<file path="config.mk">
export PLATFORM = sky130hd
export DESIGN_NAME = lsu_dmem_bridge
export DESIGN_NICKNAME = d
export VERILOG_FILES = /design/src/rtl/lsu_pkg.sv /design/src/rtl/lsu_align.sv /design/src/rtl/lsu_dmem_bridge.sv
export SDC_FILE = /design/constraint.sdc
export NUM_CORES = 1
export LEC_CHECK = 0
export CAP_MARGIN = 25
export CORE_ASPECT_RATIO = 0.75
export CORE_MARGIN = 10
export CORE_UTILIZATION = 45
export CTS_CLUSTER_SIZE = 25
export DETAILED_ROUTE_END_ITERATION = 10
export PLACE_DENSITY = 0.81
export SLEW_MARGIN = 20
export SYNTH_ARGS = -nofsm -noshare
export SYNTH_HDL_FRONTEND = slang
export SYNTH_SLANG_ARGS = --single-unit
</file>
<file path="constraint.sdc">
create_clock -name clk -period 3.6 [get_ports clk]
set_clock_uncertainty 0.1 [all_clocks]
set_input_delay 1.08 -clock clk [delete_from_list [all_inputs] [get_ports clk]]
set_output_delay 1.08 -clock clk [all_outputs]
set_load 0.005 [all_outputs]
</file>
<file path="src/rtl/lsu_pkg.sv">
// Shared types and constants for the load/store unit: FSM states, funct3 size
// encodings, byte-strobe base masks and the natural-alignment helper.
package lsu_pkg;

  typedef enum logic [1:0] {
    IDLE     = 2'd0,
    REQ      = 2'd1,
    WAIT_RSP = 2'd2,
    DONE     = 2'd3
  } lsu_state_t;

  // funct3 encodings; bit 2 selects zero-extension for loads.
  localparam logic [2:0] F3_B  = 3'b000;
  localparam logic [2:0] F3_H  = 3'b001;
  localparam logic [2:0] F3_W  = 3'b010;
  localparam logic [2:0] F3_D  = 3'b011;
  localparam logic [2:0] F3_BU = 3'b100;
  localparam logic [2:0] F3_HU = 3'b101;
  localparam logic [2:0] F3_WU = 3'b110;
  localparam logic [2:0] F3_ILLEGAL = 3'b111;

  localparam logic [1:0] SZ_B = 2'b00;
  localparam logic [1:0] SZ_H = 2'b01;
  localparam logic [1:0] SZ_W = 2'b10;
  localparam logic [1:0] SZ_D = 2'b11;

  localparam logic [7:0] STRB_B = 8'h01;
  localparam logic [7:0] STRB_H = 8'h03;
  localparam logic [7:0] STRB_W = 8'h0F;
  localparam logic [7:0] STRB_D = 8'hFF;

  function automatic logic is_aligned(input logic [2:0] off, input logic [1:0] sz);
    case (sz)
      SZ_B:    is_aligned = 1'b1;
      SZ_H:    is_aligned = (off[0] == 1'b0);
      SZ_W:    is_aligned = (off[1:0] == 2'b00);
      default: is_aligned = (off == 3'b000);
    endcase
  endfunction

endpackage

</file>
<file path="src/rtl/lsu_align.sv">
// Combinational lane steering: extracts and extends the addressed lane of a
// load doubleword, and replicates store data across lanes with byte strobes.
module lsu_align
  import lsu_pkg::*;
(
  input  logic [2:0]  funct3_i,
  input  logic [2:0]  off_i,
  input  logic        we_i,
  input  logic [63:0] st_data_i,
  input  logic [63:0] rdata_i,
  output logic [63:0] ld_data_o,
  output logic [63:0] st_wdata_o,
  output logic [7:0]  wstrb_o
);

  logic [63:0] shifted;
  logic [7:0]  strb_base;

  always_comb begin
    shifted    = rdata_i >> {off_i, 3'b000};
    ld_data_o  = shifted;
    st_wdata_o = st_data_i;
    strb_base  = STRB_D;
    case (funct3_i[1:0])
      SZ_B: begin
        ld_data_o  = funct3_i[2] ? {56'b0, shifted[7:0]} : {{56{shifted[7]}}, shifted[7:0]};
        st_wdata_o = {8{st_data_i[7:0]}};
        strb_base  = STRB_B;
      end
      SZ_H: begin
        ld_data_o  = funct3_i[2] ? {48'b0, shifted[15:0]} : {{48{shifted[15]}}, shifted[15:0]};
        st_wdata_o = {4{st_data_i[15:0]}};
        strb_base  = STRB_H;
      end
      SZ_W: begin
        ld_data_o  = funct3_i[2] ? {32'b0, shifted[31:0]} : {{32{shifted[31]}}, shifted[31:0]};
        st_wdata_o = {2{st_data_i[31:0]}};
        strb_base  = STRB_W;
      end
      default: begin
        ld_data_o  = shifted;
        st_wdata_o = st_data_i;
        strb_base  = STRB_D;
      end
    endcase
    wstrb_o = we_i ? (strb_base << off_i) : 8'h00;
  end

endmodule

</file>
<file path="src/rtl/lsu_dmem_bridge.sv">
// Load/store bridge from the core's data-memory port to a valid/ready memory bus.
// Define LSU_TIMEOUT_EN to add a watchdog that aborts accesses after TIMEOUT_CYCLES.
module lsu_dmem_bridge
  import lsu_pkg::*;
#(
  parameter int N = 64
`ifdef LSU_TIMEOUT_EN
  , parameter int TIMEOUT_CYCLES = 255
`endif
) (
  input  logic           clk,
  input  logic           reset,
  input  logic [N-1:0]   DM_addr,
  input  logic [N-1:0]   DM_writeData,
  input  logic           DM_readEnable,
  input  logic           DM_writeEnable,
  input  logic [2:0]     funct3,
  output logic [N-1:0]   DM_readData,
  output logic           stall,
  output logic           access_err,
  output logic           mem_req_valid,
  input  logic           mem_req_ready,
  output logic           mem_req_we,
  output logic [N-1:0]   mem_req_addr,
  output logic [N-1:0]   mem_req_wdata,
  output logic [N/8-1:0] mem_req_wstrb,
  input  logic           mem_rsp_valid,
  input  logic [N-1:0]   mem_rsp_rdata
);

  lsu_state_t  state_q, state_d;
  logic [63:0] addr_q, addr_d;
  logic [63:0] wdata_q, wdata_d;
  logic [2:0]  f3_q, f3_d;
  logic        we_q, we_d;
  logic [63:0] rdata_q, rdata_d;

  logic        req_any, size_ok, legal, illegal;
  logic        to_raw, to_fire;
  logic        err_d;
  logic [63:0] ld_data;
  logic [63:0] st_wdata;
  logic [7:0]  st_wstrb;

  assign req_any = DM_readEnable | DM_writeEnable;
  assign size_ok = (funct3 != F3_ILLEGAL) && !(DM_writeEnable && funct3[2]);
  assign legal   = (DM_readEnable ^ DM_writeEnable) && size_ok &&
                   is_aligned(DM_addr[2:0], funct3[1:0]);
  assign illegal = req_any && !legal;

  lsu_align u_align (
    .funct3_i   (f3_q),
    .off_i      (addr_q[2:0]),
    .we_i       (we_q),
    .st_data_i  (wdata_q),
    .rdata_i    (mem_rsp_rdata),
    .ld_data_o  (ld_data),
    .st_wdata_o (st_wdata),
    .wstrb_o    (st_wstrb)
  );

`ifdef LSU_TIMEOUT_EN
  localparam logic [31:0] CNT_LIM = 32'(TIMEOUT_CYCLES - 1);
  logic [31:0] cnt_q;

  // Counts cycles spent in the current busy state; any state change restarts it.
  always_ff @(posedge clk or negedge reset) begin
    if (!reset) begin
      cnt_q <= '0;
    end else if (state_d != state_q) begin
      cnt_q <= '0;
    end else if (state_q == REQ || state_q == WAIT_RSP) begin
      cnt_q <= cnt_q + 32'd1;
    end else begin
      cnt_q <= '0;
    end
  end

  assign to_raw = (state_q == REQ || state_q == WAIT_RSP) && (cnt_q == CNT_LIM);
`else
  assign to_raw = 1'b0;
`endif

  always_comb begin
    state_d = state_q;
    addr_d  = addr_q;
    wdata_d = wdata_q;
    f3_d    = f3_q;
    we_d    = we_q;
    rdata_d = rdata_q;
    to_fire = 1'b0;
    err_d   = 1'b0;
    case (state_q)
      IDLE: begin
        if (legal) begin
          state_d = REQ;
          addr_d  = DM_addr;
          wdata_d = DM_writeData;
          f3_d    = funct3;
          we_d    = DM_writeEnable;
        end else if (illegal) begin
          err_d = 1'b1;
        end
      end
      REQ: begin
        if (mem_req_ready) begin
          state_d = WAIT_RSP;
        end else if (to_raw) begin
          to_fire = 1'b1;
        end
      end
      WAIT_RSP: begin
        if (mem_rsp_valid) begin
          state_d = DONE;
          if (!we_q) rdata_d = ld_data;
        end else if (to_raw) begin
          to_fire = 1'b1;
        end
      end
      DONE: state_d = IDLE;
      default: state_d = IDLE;
    endcase
    // A watchdog abort completes the access with an error and a zero load result.
    if (to_fire) begin
      state_d = DONE;
      err_d   = 1'b1;
      if (!we_q) rdata_d = '0;
    end
  end

  always_ff @(posedge clk or negedge reset) begin
    if (!reset) begin
      state_q <= IDLE;
      addr_q  <= '0;
      wdata_q <= '0;
      f3_q    <= '0;
      we_q    <= 1'b0;
      rdata_q <= '0;
    end else begin
      state_q <= state_d;
      addr_q  <= addr_d;
      wdata_q <= wdata_d;
      f3_q    <= f3_d;
      we_q    <= we_d;
      rdata_q <= rdata_d;
    end
  end

  // Combinational outputs are masked while reset is held so the core sees no stall.
  assign stall = reset & (((state_q == IDLE) && legal) ||
                          (state_q == REQ) || (state_q == WAIT_RSP));
  assign access_err    = reset & err_d;
  assign mem_req_valid = (state_q == REQ);
  assign mem_req_we    = we_q;
  assign mem_req_addr  = {addr_q[63:3], 3'b000};
  assign mem_req_wdata = st_wdata;
  assign mem_req_wstrb = st_wstrb;
  assign DM_readData   = rdata_q;

endmodule

</file>
==> flow_results.org, run 1 <==
** Timing
- Relative slew margins :: 33.17%
- Number of max-slew violations in the final report :: 0
- Setup violations remaining at the end of the flow were counted as 0.
- Subtracting the final worst setup slack from the clock period gives 3529 ps.
- For the pin with the worst max-slew slack, the measured transition is 1002 ps.
- Final cycle utilization of the critical path :: 98.02%
- Adding up every negative setup slack in the final design gives 0 ps.
- Maximum achievable frequency :: 0.2834 GHz
- Final worst setup slack :: 71.18 ps
- Hold Vio Cnt, Final :: 0

** Synthesis
- The most used flip-flop cell after synthesis is sky130_fd_sc_hd__dfrtp_1.
- Sequential share of the synthesized area :: 44.23%
- A synthesized cell averages 11.38 um^2.
- Cell accounting for the most synthesized area :: sky130_fd_sc_hd__dfrtp_1
- By instance count, the leading cell after synthesis is sky130_fd_sc_hd__dfrtp_1.
- After synthesis, the netlist uses 47 different library cells.
- Yosys attributes the largest share of cell area to sky130_fd_sc_hd__dfrtp_1 (44%), sky130_fd_sc_hd__mux2_2 (16%), sky130_fd_sc_hd__mux2i_1 (6.2%).
- Ranked by instance count, the synthesized netlist is headed by sky130_fd_sc_hd__dfrtp_1 (198), sky130_fd_sc_hd__mux2_2 (163), sky130_fd_sc_hd__nor2_1 (86), sky130_fd_sc_hd__buf_4 (83), sky130_fd_sc_hd__mux2i_1 (69).
- Async set-reset flop share out of synthesis :: 100.0%
- During synthesis, Yosys emitted a total of 0 warnings.
- The share of synthesized area in the top cell type comes to 44.23%.
- Cells after synthesis :: 984
- Post-Syn Area :: 11200 um^2
- After synthesis the netlist holds a flip-flop and latch count of 198.
- In this run, synthesis inferred 0 flip-flops with an integrated enable.

** Outcome
- Result of the run :: completed

** Floorplanning
- Die H :: 156.6 um
- Die outline area :: 31670 um^2
- Core Footprint :: 24220 um^2
- Cell Rows :: 49
- Die span in x :: 202.2 um
- 405 I/O pins were placed.
- Once the floorplan was initialized, standard cells occupied 46.26% of the core.

** Power
- In this run the power density over the cells is 922.2 nW/um^2.
- Cell Int Power :: 9.115 mW
- Clock power share :: 13.4%
- Combinational fraction of design power :: 57.4%
- Sequential Power Share :: 29.1%
- For this design the static power due to leakage is 6.243 nW.
- Switching power of the nets :: 5.388 mW
- Switching share of power :: 37.15%
- The worst-case IR drop observed on VDD is 589.2 uV.

** Global route
- Entering global routing, the biggest net connects 75 pins.
- The first global-routing pass estimated 57550 um of wire.
- The initial antenna violation count came to 1.
- The number of global-route vias before repair is 9053.
- Global routing consumed, over all layers together, 23.83% of the routing resources.
- Residual overflow from global routing :: 0

** Final layout
- Fraction of final layout cells with drive strength greater than 1 :: 23.91%
- Number of nets in the layout :: 1499
- Relative to the synthesized area, the layout overhead comes to 40.40%.

** Detailed routing
- Detailed-route wire length per cell :: 23.71 um
- Detailed-router iteration count before antenna repair :: 5
- After the first detailed-routing iteration, the DRC count stood at 485.
- Remaining antenna violation count after routing :: 0
- Vias after detailed routing :: 8895
- DR DRC count :: 0
- Vias/cell :: 5.434
- The routed design has 38820 um of wire.

** Setup path
- For the worst setup path, the data arrival time is 2350 ps.
- Critical path start-end classification :: reg -> out
- Crit end category :: output port
- Maximum net fanout on the critical path :: 14
- Worst setup SP type :: flip-flop
- At the worst endpoint, the required time is 2420 ps.

** Clocking
- In this run the clock root is driven by a sky130_fd_sc_hd__clkbuf_16.
- TritonCTS built the clock tree.
- Clock input transition at the sequential cells of the worst setup and hold paths :: 70 ps
- Clk_lat worst skew :: 440 ps
- Number of buffers created by CTS :: 17
- The clock net in this run drives a total of 198 sinks.
- Depth of the CTS H-tree :: 4
- CTS max path bufs :: 2
- CTS hold repair buffers :: 0

** Placed design
- IO Port Bufs :: 401
- At the end of routability-driven placement, the weighted congestion stood at 0.8909.
- Detailed placement finished with a half-perimeter wire length of 29960 um.
- Worst setup slack after placement :: -669.4 ps

** Job
- Max Cap Viol :: 0

** Hold path
- In this run the worst hold path is classified as in -> async.
## power groups by stage
stage	registers (mW)	clock network [mW]	logic (mW)
after floorplan	3.93	0	4.73
after global placement	4.18	0	8.17
after detailed placement	4.24	0	8.28
after CTS	4.21	1.99	8.34
after global routing	4.37	2.09	8.91
final	4.23	1.95	8.33
## critical path, cell delays in order (launching register included)
cell and delay [ps]:
sky130_fd_sc_hd__dfrtp_2 500, sky130_fd_sc_hd__nor2_2 250, sky130_fd_sc_hd__buf_4 300, sky130_fd_sc_hd__mux2_2 360, sky130_fd_sc_hd__clkdlybuf4s50_1 490
## state kept, by name, indices dropped and copies added (netlist names)
| register | count |
|---|---|
| f3_q | 3 |
| mem_req_we | 1 |
| state_q | 2 |
| wdata_q | 64 |
| addr_q | 64 |
| DM_readData | 64 |
## layout make-up
type,count,area [um^2]
tap,331,414.1
inverter,13,48.80
sequential,198,4964
fill,1885,8489
multi-input combinational,628,5359
clock inverter,10,120.1
clock buffer,21,470.5
timing repair buffer,435,4349
antenna,1,2.502
## kinds of logic (layout without fill, tap and decap cells)
logic type / Yosys count / in the layout / share of synthesized area (%)
other: 1 / 4 / 0.03348
muxes: 253 / 253 / 26.77
DFF: 198 / 198 / 44.23
adders and majority gates: 5 / 5 / 0.5585
and+or+nand+nor: 193 / 193 / 8.042
buffers and inverters: 160 / 479 / 8.869
AOI/OAI and AO/OA: 174 / 174 / 11.49
## per-stage QoR
step / cell area [um^2] / hold slack, ps / util (%) / instances / total power, mW
2_1_floorplan: 11210 / 376.6 / - / 986 / 8.660
3_5_place_dp: 14990 / 392.0 / 61.91 / 1600 / 12.52
4_1_cts: 15600 / 318.1 / 64.43 / 1631 / 14.54
6_report: 15730 / 342.2 / 64.94 / 1637 / 14.50
3_3_place_gp: 14990 / 387.0 / 61.91 / 1600 / 12.35
5_1_grt: 15730 / 308.5 / 64.94 / 1637 / 15.37
## cells in the final DEF, fill, tap and decap left out, types with 6 or more instances in the layout
master	count
sky130_fd_sc_hd__clkdlybuf4s50_1	392
sky130_fd_sc_hd__nor2_1	85
sky130_fd_sc_hd__o22a_1	7
sky130_fd_sc_hd__a31oi_2	30
sky130_fd_sc_hd__nand2_1	51
sky130_fd_sc_hd__inv_1	13
sky130_fd_sc_hd__o21ai_0	13
sky130_fd_sc_hd__clkbuf_16	17
sky130_fd_sc_hd__o2bb2ai_1	7
sky130_fd_sc_hd__a211oi_1	19
sky130_fd_sc_hd__nor2b_1	21
sky130_fd_sc_hd__dlygate4sd2_1	6
sky130_fd_sc_hd__a31oi_1	19
sky130_fd_sc_hd__nor3_1	6
sky130_fd_sc_hd__dfrtp_1	193
sky130_fd_sc_hd__a21oi_1	58
sky130_fd_sc_hd__mux2_2	163
sky130_fd_sc_hd__mux2i_1	69
sky130_fd_sc_hd__mux4_2	21
sky130_fd_sc_hd__buf_4	25
## routing by layer
layer  GRT usage (%)  share of wire [%]
met4           7.654                2.3
met1           30.01                 42
met2           36.40                 45
met5               0                  0
met3           10.11                 10
## timing repair
| action | 4_1_cts | 5_1_grt |
|---|---|---|
| pin swaps | 5 | 2 |
| gates resized for setup | 23 | 13 |
| endpoints found under the setup margin | 77 | 95 |
| setup buffers | 0 | 3 |
## path summary, 6_finish.rpt
kind / startpoint / endpoint / slack [ps] / cells after the start
worst max register to register: addr_q[1] / DM_readData[31] / 550 / 6
min in group clk: addr_q[31] / addr_q[31] / 410 / 1
max in group asynchronous: reset / DM_readData[14] / 2150 / 3
worst min register to register: addr_q[31] / addr_q[31] / 410 / 1
worst min-delay path: reset / addr_q[12] / 340 / 1
worst max-delay path: f3_q[1] / mem_req_wdata[12] / 70 / 4
(Power assumes the default switching activity.)
==> run 2: changes to the inputs <==
- CTS_CLUSTER_SIZE: 25 -> 28
==> results of run 2 <==
No change in the layout: final DEF, timing and power equal those of run 1.
